===== src/rtl/control_sequencer_if.sv =====
// ---------------------------------------------------------------------------
// control_sequencer_if
// Purpose : bundles the fetch handshake, the downstream stall and every
//           registered control output of control_sequencer into one port.
// Signals :
//   instr / instr_valid / instr_ready : one instruction word per handshake
//   stall                             : downstream hold, freezes the sequencer
//   read_reg1 / read_reg2 / write_reg : register-file selects
//   wb_sel / alu_b_sel / alu_op       : write-back source, ALU operand 2, ALU op
//   branch_sel                        : next-PC source, 0 = PC+1
//   reg_write_en / mem_read_en /
//   mem_write_en / mem_write_sel      : enables (only with ctrl_valid), store addr
//   ctrl_valid                        : one pulse per issued control beat
//   halted / illegal_op               : sticky halt, undefined-opcode pulse
// Modports: master = fetch/downstream side, slave = the sequencer.
// ---------------------------------------------------------------------------
interface control_sequencer_if #(
  parameter int INSTR_W   = 10,
  parameter int REG_SEL_W = 4
);
  logic [INSTR_W-1:0]   instr;
  logic                 instr_valid;
  logic                 instr_ready;
  logic                 stall;
  logic [REG_SEL_W-1:0] read_reg1;
  logic [REG_SEL_W-1:0] read_reg2;
  logic [REG_SEL_W-1:0] write_reg;
  logic [2:0]           wb_sel;
  logic [2:0]           alu_b_sel;
  logic [1:0]           alu_op;
  logic [2:0]           branch_sel;
  logic                 reg_write_en;
  logic                 mem_read_en;
  logic                 mem_write_en;
  logic [1:0]           mem_write_sel;
  logic                 ctrl_valid;
  logic                 halted;
  logic                 illegal_op;

  modport master (
    output instr, instr_valid, stall,
    input  instr_ready, read_reg1, read_reg2, write_reg, wb_sel, alu_b_sel,
           alu_op, branch_sel, reg_write_en, mem_read_en, mem_write_en,
           mem_write_sel, ctrl_valid, halted, illegal_op
  );

  modport slave (
    input  instr, instr_valid, stall,
    output instr_ready, read_reg1, read_reg2, write_reg, wb_sel, alu_b_sel,
           alu_op, branch_sel, reg_write_en, mem_read_en, mem_write_en,
           mem_write_sel, ctrl_valid, halted, illegal_op
  );
endinterface


===== src/rtl/control_sequencer.sv =====
// ---------------------------------------------------------------------------
// control_sequencer
// Purpose : registered, multi-cycle opcode decoder for the 10-bit processor.
//           Accepts one instruction per handshake, emits registered control
//           beats, and sequences memory reads (compare/pop), the two-beat push
//           and the sticky halt on its own.
// Ports   :
//   i_clk   : clock, all state on the rising edge
//   i_reset : synchronous active-high reset
//   io_bus  : control_sequencer_if.slave (fetch handshake, stall, controls)
// ---------------------------------------------------------------------------
module control_sequencer #(
  parameter int INSTR_W   = 10,
  parameter int OPCODE_W  = 4,
  parameter int REG_SEL_W = 4,
  parameter int MEM_LAT   = 1
) (
  input  logic                i_clk,
  input  logic                i_reset,
  control_sequencer_if.slave  io_bus
);

  localparam int CNT_W = $clog2(MEM_LAT + 1);

  typedef logic [REG_SEL_W-1:0] sel_t;

  typedef enum logic [1:0] {
    S_IDLE     = 2'd0,
    S_MEM_WAIT = 2'd1,
    S_PUSH_SP  = 2'd2,
    S_HALT     = 2'd3
  } state_t;

  // One control beat: every select and enable that a beat drives.
  typedef struct packed {
    sel_t       rr1;
    sel_t       rr2;
    sel_t       wr;
    logic [2:0] wb_sel;
    logic [2:0] alu_b_sel;
    logic [2:0] branch_sel;
    logic [1:0] alu_op;
    logic [1:0] mem_write_sel;
    logic       reg_write_en;
    logic       mem_read_en;
    logic       mem_write_en;
  } beat_t;

  // Instruction fields
  logic [OPCODE_W-1:0] w_op;
  logic [4:0]          w_field;
  logic                w_bit0;
  logic [1:0]          w_low2;

  // Decoded first beat and follow-on behaviour of the presented instruction
  beat_t  w_dec;
  state_t w_dec_state;
  logic   w_dec_ill;
  logic   w_dec_pop;

  // Second beats of the multi-beat sequences
  beat_t  w_wb_beat;
  beat_t  w_push_beat;

  // Sequencer state and registered outputs
  state_t           r_state;
  logic [CNT_W-1:0] r_cnt;
  logic             r_is_pop;
  beat_t            r_beat;
  logic             r_ctrl_valid;
  logic             r_halted;
  logic             r_illegal_op;

  assign w_op    = io_bus.instr[INSTR_W-1 -: OPCODE_W];
  assign w_field = io_bus.instr[5:1];
  assign w_bit0  = io_bus.instr[0];
  assign w_low2  = io_bus.instr[1:0];

  // Ready is the only combinational output: it must drop in the same cycle as
  // a stall or reset so fetch never hands over a word that would be lost.
  assign io_bus.instr_ready = (r_state == S_IDLE) & ~io_bus.stall & ~i_reset;

  assign io_bus.read_reg1     = r_beat.rr1;
  assign io_bus.read_reg2     = r_beat.rr2;
  assign io_bus.write_reg     = r_beat.wr;
  assign io_bus.wb_sel        = r_beat.wb_sel;
  assign io_bus.alu_b_sel     = r_beat.alu_b_sel;
  assign io_bus.alu_op        = r_beat.alu_op;
  assign io_bus.branch_sel    = r_beat.branch_sel;
  assign io_bus.reg_write_en  = r_beat.reg_write_en;
  assign io_bus.mem_read_en   = r_beat.mem_read_en;
  assign io_bus.mem_write_en  = r_beat.mem_write_en;
  assign io_bus.mem_write_sel = r_beat.mem_write_sel;
  assign io_bus.ctrl_valid    = r_ctrl_valid;
  assign io_bus.halted        = r_halted;
  assign io_bus.illegal_op    = r_illegal_op;

  // Decode the presented instruction into its first beat and the state it leads to
  always_comb begin
    w_dec       = '0;
    w_dec_state = S_IDLE;
    w_dec_ill   = 1'b0;
    w_dec_pop   = 1'b0;
    case (w_op)
      4'd0: begin  // result: store to frame by default, field picks a variant
        w_dec.rr1           = sel_t'(4'd3);
        w_dec.rr2           = sel_t'(4'd3);
        w_dec.wr            = sel_t'(4'd10);
        w_dec.mem_write_sel = 2'd2;
        case (w_field)
          5'd0: begin
            w_dec.mem_write_en = 1'b1;
          end
          5'd1: begin
            w_dec.mem_write_en = 1'b1;
            w_dec.alu_b_sel    = 3'd3;
            w_dec.reg_write_en = 1'b1;
          end
          5'd2: begin
            w_dec.mem_write_en = 1'b1;
            w_dec.alu_b_sel    = 3'd4;
            w_dec.reg_write_en = 1'b1;
          end
          5'd3: begin
            w_dec.mem_write_en = 1'b1;
            w_dec.wb_sel       = 3'd5;
            w_dec.reg_write_en = 1'b1;
          end
          5'd4: begin
            w_dec_state = S_HALT;
          end
          default: begin
            // Undefined field: selects issued, no enables.
            w_dec.mem_write_en = 1'b0;
          end
        endcase
      end
      4'd1: begin  // setImm
        w_dec.wb_sel       = 3'd7;
        w_dec.reg_write_en = 1'b1;
      end
      4'd2: begin  // loadQuery
        w_dec.wr           = sel_t'(4'd5);
        w_dec.wb_sel       = 3'd1;
        w_dec.reg_write_en = 1'b1;
      end
      4'd3: begin  // compare: read beat, write-back follows after MEM_LAT
        w_dec.rr1         = sel_t'(4'd3);
        w_dec.rr2         = sel_t'(4'd2);
        w_dec.mem_read_en = 1'b1;
        w_dec_state       = S_MEM_WAIT;
      end
      4'd4: begin  // jumpBackOrInit
        w_dec.wr     = sel_t'(4'd4);
        w_dec.wb_sel = 3'd3;
        case (w_field)
          5'd0:    w_dec.reg_write_en = 1'b1;
          5'd1:    w_dec.branch_sel   = 3'd2;
          5'd2:    w_dec.branch_sel   = 3'd3;
          default: w_dec.reg_write_en = 1'b0;
        endcase
      end
      4'd5: begin  // increment / decrement selected by the low bits
        w_dec.alu_b_sel    = 3'd2;
        w_dec.reg_write_en = 1'b1;
        w_dec.alu_op       = (w_low2 != 2'd0) ? 2'd1 : 2'd0;
      end
      4'd6: begin  // ifDone
        w_dec.rr1        = sel_t'(4'd3);
        w_dec.alu_b_sel  = 3'd5;
        w_dec.branch_sel = 3'd4;
      end
      4'd7: begin  // storeToZero
        w_dec.mem_write_en  = 1'b1;
        w_dec.mem_write_sel = 2'd1;
      end
      4'd8: begin  // setArg
        w_dec.wr           = sel_t'(4'd6 + {3'd0, w_bit0});
        w_dec.reg_write_en = 1'b1;
      end
      4'd9: begin  // jumpOrInitFp
        w_dec.reg_write_en = 1'b1;
        if (w_bit0) begin
          w_dec.wr     = sel_t'(4'd2);
          w_dec.wb_sel = 3'd4;
        end else begin
          w_dec.wr         = sel_t'(4'd1);
          w_dec.wb_sel     = 3'd7;
          w_dec.branch_sel = 3'd1;
        end
      end
      4'd10: begin  // skipIfNotOne
        w_dec.rr1        = sel_t'(4'd4 + {3'd0, w_bit0});
        w_dec.branch_sel = 3'd1;
        w_dec.alu_op     = 2'd1;
      end
      4'd11: begin  // push: store beat now, stack-pointer update next
        w_dec.rr1           = sel_t'(4'd2);
        w_dec.mem_write_en  = 1'b1;
        w_dec.mem_write_sel = 2'd1;
        w_dec.branch_sel    = 3'd4;
        w_dec_state         = S_PUSH_SP;
      end
      4'd12: begin  // pop: read beat, write-back follows after MEM_LAT
        w_dec.rr1         = sel_t'(4'd2);
        w_dec.mem_read_en = 1'b1;
        w_dec_state       = S_MEM_WAIT;
        w_dec_pop         = 1'b1;
      end
      4'd13: begin  // setTemp
        w_dec.wr           = sel_t'(4'd8 + {3'd0, w_bit0});
        w_dec.reg_write_en = 1'b1;
      end
      4'd14: begin  // return
        w_dec.rr1          = sel_t'(4'd6);
        w_dec.rr2          = sel_t'(4'd4);
        w_dec.wr           = sel_t'(4'd3);
        w_dec.reg_write_en = 1'b1;
        w_dec.alu_b_sel    = io_bus.instr[1] ? 3'd1 : 3'd6;
      end
      default: begin  // opcode 15 and anything undefined
        w_dec_ill = 1'b1;
      end
    endcase
  end

  // Contents of the write-back beat (memory reads) and the stack-pointer beat (push)
  always_comb begin
    w_wb_beat              = '0;
    w_wb_beat.wb_sel       = 3'd2;
    w_wb_beat.reg_write_en = 1'b1;
    if (r_is_pop) begin
      w_wb_beat.wr = sel_t'(4'd0);
    end else begin
      w_wb_beat.wr         = sel_t'(4'd11);
      w_wb_beat.branch_sel = 3'd5;
    end
    w_push_beat              = '0;
    w_push_beat.wr           = sel_t'(4'd2);
    w_push_beat.alu_b_sel    = 3'd2;
    w_push_beat.alu_op       = 2'd1;
    w_push_beat.reg_write_en = 1'b1;
  end

  // Sequencer FSM with registered control outputs; a stall freezes everything
  always_ff @(posedge i_clk) begin
    if (i_reset) begin
      r_state      <= S_IDLE;
      r_cnt        <= '0;
      r_is_pop     <= 1'b0;
      r_beat       <= '0;
      r_ctrl_valid <= 1'b0;
      r_halted     <= 1'b0;
      r_illegal_op <= 1'b0;
    end else if (!io_bus.stall) begin
      // Non-beat cycles drop the pulse and enables; selects keep their value.
      r_ctrl_valid        <= 1'b0;
      r_illegal_op        <= 1'b0;
      r_beat.reg_write_en <= 1'b0;
      r_beat.mem_read_en  <= 1'b0;
      r_beat.mem_write_en <= 1'b0;
      case (r_state)
        S_IDLE: begin
          // In IDLE without stall or reset, ready is high, so valid means accept.
          if (io_bus.instr_valid) begin
            if (w_dec_ill) begin
              r_illegal_op <= 1'b1;
            end else begin
              r_beat       <= w_dec;
              r_ctrl_valid <= 1'b1;
            end
            r_state  <= w_dec_state;
            r_is_pop <= w_dec_pop;
            if (w_dec_state == S_MEM_WAIT) begin
              r_cnt <= CNT_W'(MEM_LAT);
            end
            if (w_dec_state == S_HALT) begin
              r_halted <= 1'b1;
            end
          end
        end
        S_MEM_WAIT: begin
          r_cnt <= r_cnt - CNT_W'(1);
          // Last wait cycle: read data is available, issue the write-back.
          if (r_cnt == CNT_W'(1)) begin
            r_beat       <= w_wb_beat;
            r_ctrl_valid <= 1'b1;
            r_state      <= S_IDLE;
          end
        end
        S_PUSH_SP: begin
          r_beat       <= w_push_beat;
          r_ctrl_valid <= 1'b1;
          r_state      <= S_IDLE;
        end
        S_HALT: begin
          r_state <= S_HALT;
        end
        default: begin
          r_state <= S_IDLE;
        end
      endcase
    end
  end

endmodule


===== src/flat_wrapper.sv =====
// flat-port wrapper written by rule: the top's interface ports become plain ports
module control_sequencer_flat 
#(
  parameter int INSTR_W   = 10,
  parameter int OPCODE_W  = 4,
  parameter int REG_SEL_W = 4,
  parameter int MEM_LAT   = 1
)
  (i_clk, i_reset, io_bus_instr, io_bus_instr_valid, io_bus_stall, io_bus_instr_ready, io_bus_read_reg1, io_bus_read_reg2, io_bus_write_reg, io_bus_wb_sel, io_bus_alu_b_sel, io_bus_alu_op, io_bus_branch_sel, io_bus_reg_write_en, io_bus_mem_read_en, io_bus_mem_write_en, io_bus_mem_write_sel, io_bus_ctrl_valid, io_bus_halted, io_bus_illegal_op);
  control_sequencer_if #(.INSTR_W(INSTR_W), .REG_SEL_W(REG_SEL_W)) io_bus_i ();
  input  logic i_clk;
  input  logic i_reset;
  input wire logic [$bits(io_bus_i.instr)-1:0] io_bus_instr;
  input wire logic [$bits(io_bus_i.instr_valid)-1:0] io_bus_instr_valid;
  input wire logic [$bits(io_bus_i.stall)-1:0] io_bus_stall;
  output wire logic [$bits(io_bus_i.instr_ready)-1:0] io_bus_instr_ready;
  output wire logic [$bits(io_bus_i.read_reg1)-1:0] io_bus_read_reg1;
  output wire logic [$bits(io_bus_i.read_reg2)-1:0] io_bus_read_reg2;
  output wire logic [$bits(io_bus_i.write_reg)-1:0] io_bus_write_reg;
  output wire logic [$bits(io_bus_i.wb_sel)-1:0] io_bus_wb_sel;
  output wire logic [$bits(io_bus_i.alu_b_sel)-1:0] io_bus_alu_b_sel;
  output wire logic [$bits(io_bus_i.alu_op)-1:0] io_bus_alu_op;
  output wire logic [$bits(io_bus_i.branch_sel)-1:0] io_bus_branch_sel;
  output wire logic [$bits(io_bus_i.reg_write_en)-1:0] io_bus_reg_write_en;
  output wire logic [$bits(io_bus_i.mem_read_en)-1:0] io_bus_mem_read_en;
  output wire logic [$bits(io_bus_i.mem_write_en)-1:0] io_bus_mem_write_en;
  output wire logic [$bits(io_bus_i.mem_write_sel)-1:0] io_bus_mem_write_sel;
  output wire logic [$bits(io_bus_i.ctrl_valid)-1:0] io_bus_ctrl_valid;
  output wire logic [$bits(io_bus_i.halted)-1:0] io_bus_halted;
  output wire logic [$bits(io_bus_i.illegal_op)-1:0] io_bus_illegal_op;
  assign io_bus_i.instr = io_bus_instr;
  assign io_bus_i.instr_valid = io_bus_instr_valid;
  assign io_bus_i.stall = io_bus_stall;
  assign io_bus_instr_ready = io_bus_i.instr_ready;
  assign io_bus_read_reg1 = io_bus_i.read_reg1;
  assign io_bus_read_reg2 = io_bus_i.read_reg2;
  assign io_bus_write_reg = io_bus_i.write_reg;
  assign io_bus_wb_sel = io_bus_i.wb_sel;
  assign io_bus_alu_b_sel = io_bus_i.alu_b_sel;
  assign io_bus_alu_op = io_bus_i.alu_op;
  assign io_bus_branch_sel = io_bus_i.branch_sel;
  assign io_bus_reg_write_en = io_bus_i.reg_write_en;
  assign io_bus_mem_read_en = io_bus_i.mem_read_en;
  assign io_bus_mem_write_en = io_bus_i.mem_write_en;
  assign io_bus_mem_write_sel = io_bus_i.mem_write_sel;
  assign io_bus_ctrl_valid = io_bus_i.ctrl_valid;
  assign io_bus_halted = io_bus_i.halted;
  assign io_bus_illegal_op = io_bus_i.illegal_op;
  control_sequencer #(.INSTR_W(INSTR_W), .OPCODE_W(OPCODE_W), .REG_SEL_W(REG_SEL_W), .MEM_LAT(MEM_LAT)) u_core (.i_clk(i_clk), .i_reset(i_reset), .io_bus(io_bus_i));
endmodule

===== config.mk =====
export PLATFORM = sky130hd
export DESIGN_NAME = control_sequencer_flat
export DESIGN_NICKNAME = d
export VERILOG_FILES = /design/src/rtl/control_sequencer_if.sv /design/src/rtl/control_sequencer.sv /design/src/flat_wrapper.sv
export SDC_FILE = /design/constraint.sdc
export NUM_CORES = 1
export LEC_CHECK = 0
export CORE_MARGIN = 2
export CORE_UTILIZATION = 52
export CTS_BUF_LIST = sky130_fd_sc_hd__clkbuf_2 sky130_fd_sc_hd__clkbuf_4 sky130_fd_sc_hd__clkbuf_8
export DETAILED_ROUTE_END_ITERATION = 7
export PLACE_DENSITY = 0.85
export SYNTH_ARGS = -nofsm -noshare
export SYNTH_HDL_FRONTEND = slang
export SYNTH_SLANG_ARGS = --single-unit

===== constraint.sdc =====
create_clock -name i_clk -period 2.1 [get_ports i_clk]
set_clock_uncertainty 0.05 [all_clocks]
set_input_delay 0.21 -clock i_clk [delete_from_list [all_inputs] [get_ports i_clk]]
set_output_delay 0.21 -clock i_clk [all_outputs]
set_load 0.02 [all_outputs]

# After elaboration in Yosys (flattened, before gate mapping)
# Index checks and enable logic that the tools add are counted.
[word_totals] in_bits=14 word_cells=115 regBits=35
[op_classes] addsub=4 bitwise_logic=4 n_eq_ne=27 n_mux=43 n_reduce_logical=20
[op_table] cell="2-to-1 mux 28 bit" n=3
[op_table] cell="one-hot mux 28 bit (3 select lines)" n=1
[op_table] cell="equality test 4 bit, second input constant" n=7
[op_table] cell="one-hot mux 4 bit (7 select lines)" n=1
[op_table] cell="one-hot mux 3 bit (4 select lines)" n=2
[op_table] cell="equality test 4 x 3 -> 1 bit, second input constant" n=4
[op_table] cell="one-hot mux 4 bit (4 select lines)" n=1
[op_table] cell="2-to-1 mux 1 bit" n=15
[op_table] cell="one-hot mux 3 bit (5 select lines)" n=1
[op_table] cell="OR reduction 15 bit" n=1
[op_table] cell="one-hot mux 2 bit (2 select lines)" n=3
[op_table] cell="equality test 5 x 2 -> 1 bit, second input constant" n=2
[op_table] cell="2-to-1 mux 3 bit" n=3
[op_table] cell="one-hot mux 3 bit (3 select lines)" n=1
[op_table] cell="adder 3 x 1 -> 4 bit, first input constant" n=2
[op_table] cell="equality test 4 x 2 -> 1 bit, second input constant" n=2
[op_table] cell="one-hot mux 2 bit (4 select lines)" n=1
[op_table] cell="AND reduction 4 bit" n=2
[op_table] cell="OR reduction 2 bit" n=4
[op_table] cell="OR reduction 7 bit" n=1
[op_table] cell="equality test 2 bit, second input constant" n=3
[op_table] cell="2-to-1 mux 2 bit" n=3
[op_table] cell="inequality test 2 bit, second input constant" n=3
[op_table] cell="one-hot mux 1 bit (3 select lines)" n=2
[op_table] cell="23 further kinds" n=30

# Logic depth before layout (Yosys ltp)
[logic_depth] word_depth=7 ltp_mapped=7 depth_no_buf=4

# Least setup slack after synthesis
# Ideal clock, no wire load.
[synth_path] kind="register to register" start="register u_core.r_state[1]" end="register u_core.r_beat (netlist bit u_core.io_bus.read_reg2[2])" arrival_ps=1597 synth_period_minus_slack_ps=1718 path_slack_ps=382 t_required_ps=1980 path_stages_with_launch=6 cell_sequence="dfxtp_1 buf_6 nand3b_4 a221o_1 or4_1 a21oi_1"
[synth_via] elab_chain_len=3
[synth_rtl] item="start, declared" line_no="control_sequencer.sv:66" source="state_t r_state;"
[synth_rtl] item="start signal, assigned" line_no="control_sequencer.sv:272" source="r_state <= w_dec_state;"
[synth_rtl] item="equality test 2 x 1 -> 1 bit, or another cell as far along" line_no="control_sequencer.sv:262" source="case (r_state)"
[synth_rtl] item="inequality test 2 x 1 -> 1 bit (no source line), or another cell as far along"
[synth_rtl] item="AND reduction 5 bit (no source line)"
[synth_rtl] item="end signal, assigned" line_no="control_sequencer.sv:269" source="r_beat <= w_dec;"
[synth_rtl] item="end signal, assigned" line_no="control_sequencer.sv:286" source="r_beat <= w_wb_beat;"
[synth_rtl] item="end signal, assigned" line_no="control_sequencer.sv:292" source="r_beat <= w_push_beat;"
[synth_rtl] item="end, declared" line_no="control_sequencer.sv:69" source="beat_t r_beat;"
# Several ways; a longest one is shown, not always the timed one.
# A chain may end at the register's enable or synchronous reset.

# Final worst setup path
[layout_path] start="input io_bus_instr[9]" end="register u_core.r_state[0]"
[layout_via] elab_chain_len=5
[layout_rtl] item="start, declared" line_no="flat_wrapper.sv:13" source="input wire logic [$bits(io_bus_i.instr)-1:0] io_bus_instr;"
[layout_rtl] item="equality test 4 x 2 -> 1 bit or equality test 4 bit (tied branches)" line_no="control_sequencer.sv:104" source="case (w_op)"
[layout_rtl] item="OR reduction 2 bit (no source line)"
[layout_rtl] item="one-hot mux 2 bit (3 select lines) *" line_no="control_sequencer.sv:104"
[layout_rtl] item="2-to-1 mux 2 bit *" line_no="control_sequencer.sv:265" source="if (io_bus.instr_valid) begin"
[layout_rtl] item="one-hot mux 2 bit (4 select lines) *" line_no="control_sequencer.sv:262"
# Every way passes the cells marked *; elsewhere a longest branch is shown, timed or not. The select of a mux whose other input is x is not followed.

==> flow_metrics.env <==
export IMPL_synthDistinctLibCells=64
export IMPL_cts_hold_buf=0
export IMPL_grt_overflow=0
export IMPL_top_usage_layer="met2"
export IMPL_synth_edf_count=0
export IMPL_setup_viol=0
export IMPL_yosysWarnings=0
export IMPL_fin_cells=364
export IMPL_use_met1_pct=38.5
export IMPL_syn_inst=262
export IMPL_worst_setup_path_end_kind="register"
export IMPL_cts_setup_buffers=0
export IMPL_setup_slack_ns=0.263
export IMPL_setup_tns_final_ns=0
export IMPL_drive_gt1_share_pct=16.5
export IMPL_critPathLaunch="io_bus_instr[9]"
export IMPL_yosysSeqAreaShare_pct=30.0
export IMPL_path_buf_inv=2
export IMPL_cellPowerDensity_mw_per_mm2=537
export IMPL_p_leak_nw=1.05
export IMPL_cts_max_path_buffers=2
export IMPL_postRouteAntennaNets=0
export IMPL_cp_top_family="buffers and inverters"
export IMPL_r2r_slack_ns=0.33
export IMPL_die_area_mm2=0.00449
export IMPL_grt_start_max_net_pins=28
export IMPL_gp_congestion=0.988
export IMPL_fin_crit_ns=1.84
export IMPL_synthSimpleGateAreaFrac_pct=29.9
export IMPL_crit_arrival_ns=1.98
export IMPL_synth_compound_area_share_pct=28.5
export IMPL_htree_levels=2
export IMPL_timing_rr_start="u_core.r_state[1]$_SDFFE_PP0P_"
export IMPL_multi_input_area_mm2=0.00128
export IMPL_synth_xor_area_share_pct=2.12
export IMPL_initial_core_util_pct=55.2
export IMPL_dp_cells=358
export IMPL_cts_tree="built"
export IMPL_hp_start="u_core.io_bus.read_reg1[2]$_SDFFE_PP0P_"
export IMPL_die_h_um=67.0
export IMPL_critPathKind="input pin to register"
export IMPL_numCtsBuffers=5
export IMPL_status="completed"
export IMPL_muxShareOfSynthArea_pct=0.969
export IMPL_cp_start_kind="input pin"
export IMPL_async_reset_ff_share_pct=0
export IMPL_syn_to_final_growth_pct=32.0
export IMPL_portBuffers=42
export IMPL_largest_reg_flops=4
export IMPL_root_buffer="clkbuf_8"
export IMPL_cts_clk_slew_worst_paths_ns=0.06
export IMPL_final_area_mm2=0.00273
export IMPL_post_cts_resized=0
export IMPL_slew_viol_final=0
export IMPL_drc=0
export IMPL_period_share_pct=87.5
export IMPL_clock_sinks=31
export IMPL_place_detailed_hpwl_um=4310
export IMPL_use_met3_pct=5.07
export IMPL_viasPerCell=6.06
export IMPL_finalHoldViolCount=0
export IMPL_fmax_ghz=0.544
export IMPL_antenna_cells=0
export IMPL_synth_main_ff_cell="dfxtp_1"
export IMPL_cap_violations=0
export IMPL_drt_wl_total_um=5820
export IMPL_wl_per_cell_um=16.0
export IMPL_drtIter0Drc=213
export IMPL_clk_latency_ns=0.29
export IMPL_syn_area_per_cell_um2=7.88
export IMPL_crit_chain="clkdlybuf4s50_1 -> buf_4 -> nor4bb_1 -> or2_2 -> o21ai_0 -> a221oi_1"
export IMPL_synth_top_family_by_area="simple AND/OR/NAND/NOR gates"
export IMPL_fin_nets=331
export IMPL_syn_area_mm2=0.00207
export IMPL_rsz0062_at_grt="false"
export IMPL_hp_class="register to register"
export IMPL_io_pins=46
export IMPL_num_fill_cells=328
export IMPL_core_area_mm2=0.00374
export IMPL_vdd_ir_drop_max_uv=391
export IMPL_drtPass1Iterations=5
export IMPL_required_ns=2.24
export IMPL_place_area_mm2=0.00265
export IMPL_place_ws_ns=0.0263
export IMPL_core_rowCount=22
export IMPL_num_vias=2207
export IMPL_grt_pass1_wl_um=9450
export IMPL_max_stage_delay_ns=0.53
export IMPL_regArea_um2=621
export IMPL_grt_pass1_vias=1977
export IMPL_antenna_found_initial=0
export IMPL_cp_max_fo=23
export IMPL_use_met2_pct=42.8
export IMPL_die_w_um=67.0
export IMPL_crit_slowest_cell="clkdlybuf4s50_1"
export IMPL_ys_ff_latch=31
export IMPL_grt_usage_pct=28.1
export IMPL_synthAdderAreaFrac_pct=0
## synth_stat cells (all sizes together) (3+ instances only)
master | count | share of area (%)
or2 | 3 | 0.91
nor3 | 9 | 2.2
o22ai | 3 | 0.91
nand3 | 4 | 0.97
and3 | 4 | 1.2
or3 | 3 | 0.91
nor4bb | 3 | 1.5
nor4 | 4 | 1.9
buf | 19 | 5.5
a21oi | 24 | 5.8
nor4b | 3 | 2.0
a221oi | 3 | 1.6
a31oi | 7 | 2.1
nor3b | 3 | 1.1
clkbuf | 10 | 1.9
nor2 | 19 | 3.5
xnor2 | 5 | 2.1
nor2b | 4 | 1.2
a32o | 3 | 1.5
a22oi | 4 | 1.5
o21a | 5 | 1.8
dfxtp | 31 | 30
o21ai | 19 | 4.6
nand2b | 7 | 2.1
inv | 5 | 0.91
nand2 | 19 | 3.6
## per-stage QoR
step / total power (W) / hold WS (ns) / util, %
3_5_place_dp: 0.00102 / 0.394 / 70.8
2_1_floorplan: 0.000878 / 0.363 / -
5_1_grt: 0.00152 / 0.425 / 72.9
3_3_place_gp: 0.00102 / 0.387 / 70.8
6_report: 0.00147 / 0.400 / 72.9
4_1_cts: 0.00146 / 0.401 / 72.8
## logic make-up after synthesis
group                     Yosys count
buffers and inverters              34
muxes                               2
DFF                                31
xor gates and xnor gates            5
AOI/OAI and AO/OA                  88
other                               1
and+or+nand+nor                   101
## worst register-to-register path, cell delays in order, from the launching register on
cell	delay, ns
dfxtp_1	0.40
buf_4	0.21
nor4b_4	0.30
nand2_2	0.13
or4_1	0.47
a21oi_1	0.15
## cell type report
class                           instances  share of cell area [%]
Inverter                                5                   0.688
Multi-Input combinational cell        199                    47.0
Sequential cell                        31                    22.8
Tap cell                               48                    2.20
Timing Repair Buffer                   75                    24.6
Clock buffer                            6                    2.80
## layer usage
| layer | routed length, um | vias up |
|---|---|---|
| met4 | 89 | 0 |
| li1 | - | 1075 |
| met3 | 478 | 10 |
| met2 | 2620 | 110 |
| met1 | 2640 | 1012 |
| met5 | 0 | - |
## power by group
| part | switching [W] | total [W] | internal [W] |
|---|---|---|---|
| combinational | 0.000216 | 0.000391 | 0.000175 |
| clock | 0.000214 | 0.000447 | 0.000233 |
| sequential | 0.0000186 | 0.000628 | 0.000609 |
| total | 0.000448 | 0.00147 | 0.00102 |
## final timing paths
| kind | endpoint | cells past startpoint |
|---|---|---|
| max | u_core.r_state[0]$_SDFFE_PP0P_ | 6 |
| min | u_core.io_bus.read_reg1[2]$_SDFFE_PP0P_ | 2 |
| max reg2reg | u_core.io_bus.branch_sel[1]$_SDFFE_PP0P_ | 5 |
| min reg2reg | u_core.io_bus.read_reg1[2]$_SDFFE_PP0P_ | 2 |
## placed cells by master, fill, tap and decap left out, drive strengths merged, types with 4 or more instances in the layout
cell type	instances
a21oi	24
a22oi	4
a31oi	7
and3	4
buf	33
clkbuf	6
clkdlybuf4s50	41
dfxtp	31
inv	5
nand2	19
nand2b	7
nand3	4
nor2	19
nor2b	4
nor3	9
nor4	4
o21a	5
o21ai	19
xnor2	5
Power figures use the tool's default switching activity.
